==> src/rtl/ahb_arb_pkg.sv <==
// Shared AHB arbiter types: transfer/burst encodings, arbiter states and burst length decode.
package ahb_arb_pkg;

  typedef enum logic [1:0] {
    IDLE   = 2'd0,
    BUSY   = 2'd1,
    NONSEQ = 2'd2,
    SEQ    = 2'd3
  } htrans_e;

  typedef enum logic [2:0] {
    SINGLE = 3'd0,
    INCR   = 3'd1,
    WRAP4  = 3'd2,
    INCR4  = 3'd3,
    WRAP8  = 3'd4,
    INCR8  = 3'd5,
    WRAP16 = 3'd6,
    INCR16 = 3'd7
  } hburst_e;

  typedef enum logic [1:0] {
    ARB_OWN   = 2'd0,
    ARB_BURST = 2'd1,
    ARB_LOCK  = 2'd2
  } arb_state_e;

  localparam int BEAT_CNT_W = 4;

  // Undefined-length INCR and SINGLE count as one beat: they never freeze the grant.
  function automatic logic [4:0] burst_beats(hburst_e b);
    case (b)
      WRAP4, INCR4:   burst_beats = 5'd4;
      WRAP8, INCR8:   burst_beats = 5'd8;
      WRAP16, INCR16: burst_beats = 5'd16;
      default:        burst_beats = 5'd1;
    endcase
  endfunction

endpackage

==> src/rtl/ahb_bus_arbiter_if.sv <==
// Arbiter-facing AHB bus signals; "master" is the fabric side, "slave" is the arbiter side.
interface ahb_bus_arbiter_if #(
  parameter int NUM_MASTERS = 4,
  parameter int MID_W       = $clog2(NUM_MASTERS)
);
  logic [NUM_MASTERS-1:0] HBUSREQ;
  logic [NUM_MASTERS-1:0] HLOCK;
  logic [1:0]             HTRANS;
  logic [2:0]             HBURST;
  logic                   HREADY;
  logic [NUM_MASTERS-1:0] HGRANT;
  logic [MID_W-1:0]       HMASTER;
  logic [MID_W-1:0]       HMASTER_D;
  logic                   HMASTLOCK;

  modport master (
    output HBUSREQ, HLOCK, HTRANS, HBURST, HREADY,
    input  HGRANT, HMASTER, HMASTER_D, HMASTLOCK
  );

  modport slave (
    input  HBUSREQ, HLOCK, HTRANS, HBURST, HREADY,
    output HGRANT, HMASTER, HMASTER_D, HMASTLOCK
  );
endinterface

==> src/rtl/ahb_rr_picker.sv <==
// Combinational next-owner selector: round-robin after last_owner, or fixed priority
// (lowest index first) when AHB_ARB_FIXED_PRIO_EN is defined. Falls back to DEFAULT_MASTER.
module ahb_rr_picker #(
  parameter int NUM_MASTERS    = 4,
  parameter int DEFAULT_MASTER = 0,
  parameter int MID_W          = $clog2(NUM_MASTERS)
) (
  input  logic [NUM_MASTERS-1:0] req,
`ifndef AHB_ARB_FIXED_PRIO_EN
  input  logic [MID_W-1:0]       last_owner,
`endif
  output logic [NUM_MASTERS-1:0] grant
);
  localparam logic [NUM_MASTERS-1:0] DEFAULT_GRANT = NUM_MASTERS'(1) << DEFAULT_MASTER;

`ifdef AHB_ARB_FIXED_PRIO_EN
  always_comb begin
    grant = DEFAULT_GRANT;
    for (int i = NUM_MASTERS - 1; i >= 0; i--)
      if (req[i]) grant = NUM_MASTERS'(1) << i;
  end
`else
  logic [NUM_MASTERS-1:0] req_rot;
  logic [MID_W-1:0]       cand_idx [NUM_MASTERS];

  // Slot gi holds master (last_owner + 1 + gi) mod N; the owner itself sits in the last slot.
  generate
    for (genvar gi = 0; gi < NUM_MASTERS; gi++) begin : g_rot
      logic [MID_W:0] sum;
      assign sum = {1'b0, last_owner} + (MID_W+1)'(gi + 1);
      assign cand_idx[gi] = (sum >= (MID_W+1)'(NUM_MASTERS)) ?
                            MID_W'(sum - (MID_W+1)'(NUM_MASTERS)) : MID_W'(sum);
      assign req_rot[gi] = req[cand_idx[gi]];
    end
  endgenerate

  always_comb begin
    grant = DEFAULT_GRANT;
    for (int k = NUM_MASTERS - 1; k >= 0; k--)
      if (req_rot[k]) grant = NUM_MASTERS'(1) << cand_idx[k];
  end
`endif
endmodule

==> src/rtl/ahb_bus_arbiter.sv <==
// Multi-master AHB arbiter with lock and fixed-burst ownership holding.
// Define AHB_ARB_FIXED_PRIO_EN to replace round-robin with fixed lowest-index priority.
module ahb_bus_arbiter
  import ahb_arb_pkg::*;
#(
  parameter int NUM_MASTERS    = 4,
  parameter int DEFAULT_MASTER = 0,
  parameter int MID_W          = $clog2(NUM_MASTERS)
) (
  input logic              HCLK,
  input logic              HRESET,
  ahb_bus_arbiter_if.slave bus
);
  localparam logic [NUM_MASTERS-1:0] DEFAULT_GRANT = NUM_MASTERS'(1) << DEFAULT_MASTER;
  localparam logic [MID_W-1:0]       DEFAULT_MID   = MID_W'(DEFAULT_MASTER);

  function automatic logic [MID_W-1:0] onehot_idx(logic [NUM_MASTERS-1:0] oh);
    onehot_idx = '0;
    for (int i = 0; i < NUM_MASTERS; i++)
      if (oh[i]) onehot_idx = MID_W'(i);
  endfunction

  logic [NUM_MASTERS-1:0] grant_reg;
  logic [MID_W-1:0]       hmaster_reg;
  logic [MID_W-1:0]       hmaster_d_reg;
  logic                   hmastlock_reg;
  logic [BEAT_CNT_W-1:0]  beat_cnt_reg;
  arb_state_e             state_reg;
`ifndef AHB_ARB_FIXED_PRIO_EN
  logic [MID_W-1:0]       rr_ptr_reg;
`endif

  htrans_e                trans;
  hburst_e                burst;
  logic [MID_W-1:0]       owner;
  logic                   fixed_burst;
  logic                   lock_req;
  logic                   final_seq;
  logic                   legal_point;
  logic [NUM_MASTERS-1:0] pick_grant;

  assign trans       = htrans_e'(bus.HTRANS);
  assign burst       = hburst_e'(bus.HBURST);
  assign owner       = onehot_idx(grant_reg);
  assign fixed_burst = burst_beats(burst) != 5'd1;
  assign lock_req    = bus.HLOCK[owner] & bus.HBUSREQ[owner];
  // A counter of 1 on an accepted SEQ means this is the last beat of the fixed burst.
  assign final_seq   = (state_reg == ARB_BURST) && (trans == SEQ) && (beat_cnt_reg == BEAT_CNT_W'(1));
  assign legal_point = !lock_req &&
                       (final_seq ||
                        ((state_reg == ARB_OWN) &&
                         ((trans == IDLE) ||
                          ((trans == NONSEQ) && (burst == SINGLE)) ||
                          ((burst == INCR) && !bus.HBUSREQ[owner]))));

  ahb_rr_picker #(
    .NUM_MASTERS   (NUM_MASTERS),
    .DEFAULT_MASTER(DEFAULT_MASTER),
    .MID_W         (MID_W)
  ) u_picker (
    .req       (bus.HBUSREQ),
`ifndef AHB_ARB_FIXED_PRIO_EN
    .last_owner(rr_ptr_reg),
`endif
    .grant     (pick_grant)
  );

  always_ff @(posedge HCLK) begin
    if (HRESET) begin
      grant_reg     <= DEFAULT_GRANT;
      hmaster_reg   <= DEFAULT_MID;
      hmaster_d_reg <= DEFAULT_MID;
      hmastlock_reg <= 1'b0;
      beat_cnt_reg  <= '0;
      state_reg     <= ARB_OWN;
`ifndef AHB_ARB_FIXED_PRIO_EN
      rr_ptr_reg    <= DEFAULT_MID;
`endif
    end else if (bus.HREADY) begin
      hmaster_reg   <= owner;
      hmaster_d_reg <= hmaster_reg;
      hmastlock_reg <= bus.HLOCK[owner];

      if (trans == NONSEQ)
        beat_cnt_reg <= BEAT_CNT_W'(burst_beats(burst) - 5'd1);
      else if ((trans == SEQ) && (beat_cnt_reg != '0))
        beat_cnt_reg <= beat_cnt_reg - BEAT_CNT_W'(1);

      case (state_reg)
        ARB_OWN, ARB_BURST: begin
          if (lock_req)
            state_reg <= ARB_LOCK;
          else if (trans == NONSEQ)
            state_reg <= fixed_burst ? ARB_BURST : ARB_OWN;
          else if (final_seq)
            state_reg <= ARB_OWN;
        end
        ARB_LOCK: begin
          // Lock may only be released between transfers, never inside a burst.
          if (!bus.HLOCK[owner] && (trans != SEQ) && (trans != BUSY))
            state_reg <= ((trans == NONSEQ) && fixed_burst) ? ARB_BURST : ARB_OWN;
        end
        default: state_reg <= ARB_OWN;
      endcase

      if (legal_point) begin
        grant_reg  <= pick_grant;
`ifndef AHB_ARB_FIXED_PRIO_EN
        rr_ptr_reg <= onehot_idx(pick_grant);
`endif
      end
    end
  end

  assign bus.HGRANT    = grant_reg;
  assign bus.HMASTER   = hmaster_reg;
  assign bus.HMASTER_D = hmaster_d_reg;
  assign bus.HMASTLOCK = hmastlock_reg;
endmodule

==> src/flat_wrapper.sv <==
// flat-port wrapper written by rule: the top's interface ports become plain ports
module ahb_bus_arbiter_flat import ahb_arb_pkg::*;
#(
  parameter int NUM_MASTERS    = 4,
  parameter int DEFAULT_MASTER = 0,
  parameter int MID_W          = $clog2(NUM_MASTERS)
)
  (HCLK, HRESET, bus_HBUSREQ, bus_HLOCK, bus_HTRANS, bus_HBURST, bus_HREADY, bus_HGRANT, bus_HMASTER, bus_HMASTER_D, bus_HMASTLOCK);
  ahb_bus_arbiter_if #(.NUM_MASTERS(NUM_MASTERS), .MID_W(MID_W)) bus_i ();
  input logic HCLK;
  input logic HRESET;
  input wire logic [$bits(bus_i.HBUSREQ)-1:0] bus_HBUSREQ;
  input wire logic [$bits(bus_i.HLOCK)-1:0] bus_HLOCK;
  input wire logic [$bits(bus_i.HTRANS)-1:0] bus_HTRANS;
  input wire logic [$bits(bus_i.HBURST)-1:0] bus_HBURST;
  input wire logic [$bits(bus_i.HREADY)-1:0] bus_HREADY;
  output wire logic [$bits(bus_i.HGRANT)-1:0] bus_HGRANT;
  output wire logic [$bits(bus_i.HMASTER)-1:0] bus_HMASTER;
  output wire logic [$bits(bus_i.HMASTER_D)-1:0] bus_HMASTER_D;
  output wire logic [$bits(bus_i.HMASTLOCK)-1:0] bus_HMASTLOCK;
  assign bus_i.HBUSREQ = bus_HBUSREQ;
  assign bus_i.HLOCK = bus_HLOCK;
  assign bus_i.HTRANS = bus_HTRANS;
  assign bus_i.HBURST = bus_HBURST;
  assign bus_i.HREADY = bus_HREADY;
  assign bus_HGRANT = bus_i.HGRANT;
  assign bus_HMASTER = bus_i.HMASTER;
  assign bus_HMASTER_D = bus_i.HMASTER_D;
  assign bus_HMASTLOCK = bus_i.HMASTLOCK;
  ahb_bus_arbiter #(.NUM_MASTERS(NUM_MASTERS), .DEFAULT_MASTER(DEFAULT_MASTER), .MID_W(MID_W)) u_core (.HCLK(HCLK), .HRESET(HRESET), .bus(bus_i));
endmodule
==> config.mk <==
export PLATFORM = sky130hd
export DESIGN_NAME = ahb_bus_arbiter_flat
export DESIGN_NICKNAME = d
export VERILOG_FILES = /design/src/rtl/ahb_arb_pkg.sv /design/src/rtl/ahb_bus_arbiter_if.sv /design/src/rtl/ahb_rr_picker.sv /design/src/rtl/ahb_bus_arbiter.sv /design/src/flat_wrapper.sv
export SDC_FILE = /design/constraint.sdc
export NUM_CORES = 1
export LEC_CHECK = 0
export BUFFER_PORTS_ARGS = -buffer_cell sky130_fd_sc_hd__buf_2
export CAP_MARGIN = 20
export CELL_PAD_IN_SITES_DETAIL_PLACEMENT = 0
export CELL_PAD_IN_SITES_GLOBAL_PLACEMENT = 1
export CORE_ASPECT_RATIO = 1.1
export CORE_MARGIN = 4
export CORE_UTILIZATION = 25
export CTS_CLUSTER_DIAMETER = 40
export DETAILED_ROUTE_END_ITERATION = 10
export PLACE_DENSITY_LB_ADDON = 0.1
export REMOVE_ABC_BUFFERS = 1
export SYNTH_ARGS = -nofsm -noshare
export SYNTH_HDL_FRONTEND = slang
export SYNTH_HIERARCHICAL = 1
export SYNTH_SLANG_ARGS = --single-unit
==> constraint.sdc <==
create_clock -name HCLK -period 2.95 [get_ports HCLK]
set_input_delay 0.1475 -clock HCLK [delete_from_list [all_inputs] [get_ports HCLK]]
set_output_delay 0.1475 -clock HCLK [all_outputs]
set_load 0.005 [all_outputs]
; After elaboration in Yosys (flattened, before gate mapping)
; Cells that the tools add are included.
[classes]
n_mux = 39
n_bitwise = 1
n_shift = 4
eq_ne = 17
n_reduce_logical = 28
addsub = 10
order_cmp = 9
[op_table]
columns = op, n
row1 = 4-bit two-way mux, 9
row2 = 2-bit two-way mux, 12
row3 = 1-bit by 2-bit << shifter with 4-bit output (first input constant), 4
row4 = 2-bit by 3-bit less-than comparator with 1-bit output (second input constant), 5
row5 = 5-bit one-hot mux with 3 select lines, 1
row6 = 1-bit binary-select mux with 2-bit select, 6
row7 = 3-bit == test (second input constant), 4
row8 = 3-bit >= comparator (second input constant), 4
row9 = 1-bit logical AND, 10
row10 = 1-bit two-way mux, 10
row11 = 2-bit OR reduction, 4
row12 = 2-bit by 1-bit subtractor with 2-bit output (second input constant), 4
row13 = 4-bit by 1-bit subtractor with 4-bit output (second input constant), 2
row14 = 2-bit by 2-bit adder with 3-bit output (second input constant), 2
row15 = 2-bit == test (second input constant), 3
row16 = 3-bit by 2-bit == test with 1-bit output (second input constant), 2
row17 = 5-bit by 1-bit != test with 1-bit output (second input constant), 1
row18 = 4-bit by 1-bit == test with 1-bit output (second input constant), 1
row19 = 2-bit zero test, 2
row20 = 2-bit by 1-bit != test with 1-bit output (second input constant), 2
row21 = 4-bit by 1-bit != test with 1-bit output (second input constant), 1
row22 = 2-bit one-hot mux with 2 select lines, 1
row23 = 2-bit AND reduction, 2
row24 = 4-bit nonzero test, 1
row25 = other kinds (11), 15
[word_totals]
ff_bits = 17
wordCells = 115

; Depth between registers and ports, before layout
[logic_depth]
ltp_word = 12
depth_mapped = 10
mapped_depth_nobuf = 9

; Modules after synthesis
; Netlist, hierarchy kept.
[modules_own_cells]
columns = module, area_each_um2, cells_per_inst, n_inst
row1 = ahb_bus_arbiter, 948.4, 116, 1
row2 = ahb_rr_picker, 389.1, 45, 1

; Worst setup path before layout
; No wires, ideal clock.
[synth_path]
path_type = register -> register
from = register u_core.rr_ptr_reg[0]
to = register u_core.rr_ptr_reg[1]
setup_ps = 131
n_path_buf = 1
setup_slack_ps = 544
path_stages_with_launch = 10
period_less_slack_ps = 2406
arrival_time_ps = 2275
path_cell_list = dfxtp_1 > buf_6 > inv_1 > ha_1 > mux4_2 > nand2b_1 > o22ai_1 > a31oi_1 > nor4_1 > nor3_1
[synth_via]
elab_cells_between_ends = 34
classes_between = 8 x add/sub / 4 x order compare / 4 x shift / 18 x mux
[synth_lines]
columns = item, line_no
row1 = "start, declared", ahb_bus_arbiter.sv:30  ; logic [MID_W-1:0] rr_ptr_reg;
row2 = "start signal, assigned", ahb_bus_arbiter.sv:109  ; rr_ptr_reg <= onehot_idx(pick_grant);
row3 = 2-bit by 3-bit adder with 3-bit output, ahb_rr_picker.sv:30  ; assign sum = {1'b0, last_owner} + (MID_W+1)'(gi + 1);
row4 = 3-bit >= comparator / 2-bit by 1-bit subtractor with 2-bit output (equally long branches), "ahb_rr_picker.sv:31, ahb_rr_picker.sv:32"
row5 = 2-bit two-way mux, ahb_rr_picker.sv:31  ; assign cand_idx[gi] = (sum >= (MID_W+1)'(NUM_MASTERS)) ?
row6 = 1-bit binary-select mux with 2-bit select, ahb_rr_picker.sv:33  ; assign req_rot[gi] = req[cand_idx[gi]];
row7 = 1-bit two-way mux (not written as such), ahb_rr_picker.sv:33
row8 = 4-bit two-way mux (3 in series), ahb_rr_picker.sv:40  ; if (req_rot[k]) grant = NUM_MASTERS'(1) << cand_idx[k];
row9 = 4-bit two-way mux (*), ahb_rr_picker.sv:40
row10 = via u_core.pick_grant[3], ahb_bus_arbiter.sv:40  ; logic [NUM_MASTERS-1:0] pick_grant;
row11 = 2-bit two-way mux (*), ahb_bus_arbiter.sv:20  ; if (oh[i]) onehot_idx = MID_W'(i);
; The timed path passes the listed nets; every way through them passes the cells marked *. The select of a mux whose other input is x is not followed.
; A chain may end at the register's enable or synchronous reset.

; Worst setup path in the final report
; Same ends and word-level chain as after synthesis.

==> flow_summary.toml <==
[grt]
use_met1 = 0.135
grt-ovfl-total = 0
grt_pass1_wl_mm = 5.78
grt_antenna_before_repair = 0
grt_max_degree = 21
gr-max-usage-layer = "met2"
grt_pass1_vias = 1229
use_met3 = 0.0139
track_usage = 0.107
use_met2 = 0.174

[die]
fp.dieH_um = 84.7
start_util = 0.262
io_pins = 25
die_area_sq_mm = 0.00659
rows = 27
core_sq_mm = 0.00510
dieWidth_um = 77.7

[finish]
fin_nets = 211
drive_gt1_frac = 0.231
nFillCells = 545
design_area_sq_mm = 0.00158
antenna_cells = 0
area_growth_pct = 18.3

[synthesis]
synth_edf_count = 0
async_flop_share = 0
synthTopCellsByCount = "dfxtp_1 (17), nor2_1 (17), inv_1 (13)"
synthTopCellsByArea = "dfxtp_1 (25%), mux2i_1 (8.2%), ha_1 (7.5%)"
ys_ff_latch = 17
synth_cell_type_count = 41
syn_inst = 161
synth_area_per_cell_sq_um = 8.31
yosys_warnings = 6
netlist.area_leader.share = 0.254
netlist_area_sq_mm = 0.00134
ys.flop_type = "dfxtp_1"
yosysSeqAreaShare = 0.254
yosys.area.top_type = "dfxtp_1"

[cts]
clock-sinks = 17
cts-buffers-inserted = 3
cts_root_buffer = "clkbuf_8"
cts_setup_buffers = 0
cts_resized = 0
cts_tree = "built"
clk_latency_ps = 250
cts_hold_buf = 0
h-tree-depth = 1
clockBufferDepth = 2
clk_pin_slew_ps = 70

[timing]
worst_slew_pin_slew_ps = 535
finalMaxSlewViolations = 0
clock.fmax_mhz = 421
fin_tns_setup_ps = 0
fin_worst_skew_ps = 2.84
hold_viol_final = 0
post-route-period-util = 0.806
slew_headroom = 0.643
finalSetupViolations = 0
grt_setup_unrepaired = "false"
min_period_ps = 2380

[run_status]
outcome = "completed"

[setup_path]
crit_arrival_ps = 2500
worstPathRequired_ps = 3080
r2r_setup_slack_ps = 570
cp-start-kind = "register"
worstSetupPathType = "reg2reg"
r2r_cells = 8
cp_max_fo = 6
slowest_stage = "mux4_2"
crit_path_end_kind = "register"
cpPeakStageDelay_ps = 590
path_cells = "inv_1, ha_1, mux4_2, nand2b_1, o22ai_1, a31oi_1, nor4_1, nor3_1"

[route]
vias_per_cell = 5.03
drtIter0Drc = 57
ant_nets = 0
route.detailed.drc = 0
dr.pass1.iters = 4
wire_per_inst_um = 13.3
routed_wl_mm = 3.43
vias = 1299

[power_and_ir_drop]
power.leakage_nw = 0.615
vdd_drop_max_uv = 141
power_density_mw_per_mm2 = 423

[place]
place.port_buffers = 24
routabilityCongestion = 0.810
place_area_sq_mm = 0.00154
hpwl_mm = 2.69

[min_path]
hold_depth = 2
hold_path_class = "in2reg"

[job]
max_cap_viol_count = 0
## per-stage QoR
stage / utilization / instances / worst slack [ps] / power (mW) / hold WS [ps]
floorplan: - / 156 / 446 / 0.428 / 212
global placement: 0.301 / 254 / 643 / 0.501 / 445
detailed placement: 0.301 / 254 / 590 / 0.500 / 436
CTS: 0.310 / 258 / 570 / 0.681 / 169
global route: 0.310 / 258 / 415 / 0.720 / 175
finish: 0.310 / 258 / 573 / 0.670 / 174
## final timing paths
kind                            end            startpoint
max            u_core/rr_ptr_reg[1]  u_core/rr_ptr_reg[0]
min reg2reg    u_core/bus.HMASTLOCK  u_core/bus.HMASTLOCK
max reg2reg    u_core/rr_ptr_reg[1]  u_core/rr_ptr_reg[0]
min          u_core/beat_cnt_reg[2]         bus_HTRANS[1]
## cell families (layout without fill, tap and decap cells)
logic type / Yosys count / count (layout) / synth area share
flops: 17 / 17 / 0.254
fa+ha+maj: 8 / 8 / 0.0748
mux: 15 / 15 / 0.150
compound gates: 50 / 50 / 0.269
simple gates: 52 / 52 / 0.192
buf+inv: 19 / 44 / 0.0599
## per-layer routing
layer / share of wire / wire (um)
met5: 0 / 0
met4: 0.019 / 66
met3: 0.033 / 112
met2: 0.50 / 1700
met1: 0.45 / 1550
## cells in the final DEF, fill, tap and decap left out, types with 2 or more instances in the layout
master     n
nand2b_1   4
nor2b_1    3
nor2_1    17
ha_1       8
inv_1     13
mux4_2     4
buf_2     24
clkbuf_8   3
nand2_1   11
o22ai_1    5
a22oi_1    2
mux2i_1   11
a221oi_2   2
o21ai_0    6
a211oi_1   3
nor3_1     3
clkinv_2   2
nor4_1     2
o31ai_1    4
a211oi_2   2
nand3_1    5
buf_4      2
a31oi_1    4
dfxtp_1   17
a21oi_1   12
nor3b_1    2
## power by group
part | internal (mW) | switching (mW) | total (mW) | leakage [nW]
sequential | 0.246 | 0.0164 | 0.262 | 0.139
clock | 0.0936 | 0.0821 | 0.176 | 0.0255
combinational | 0.100 | 0.132 | 0.232 | 0.451
## cell type report
class	count	area [sq um]	share of cell area
timing repair buffer	26	135	0.0854
inverter	14	53.8	0.0340
clock buffer	3	41.3	0.0261
tap	72	90.1	0.0569
clock inverter	1	5.00	0.00316
sequential	17	340	0.215
multi-input combinational	125	917	0.579
## critical path, delay by kind of cell, from the launching register on
kind                     cells  cell delay (ps)
AO/OA/AOI/OAI                2              240
adder cells (fa/ha/maj)      1              400
buffers and inverters        1               80
flip-flops                   1              340
multiplexers                 1              590
AND/OR/NAND/NOR              3              610
No activity file was read; power rests on OpenSTA's default activity.
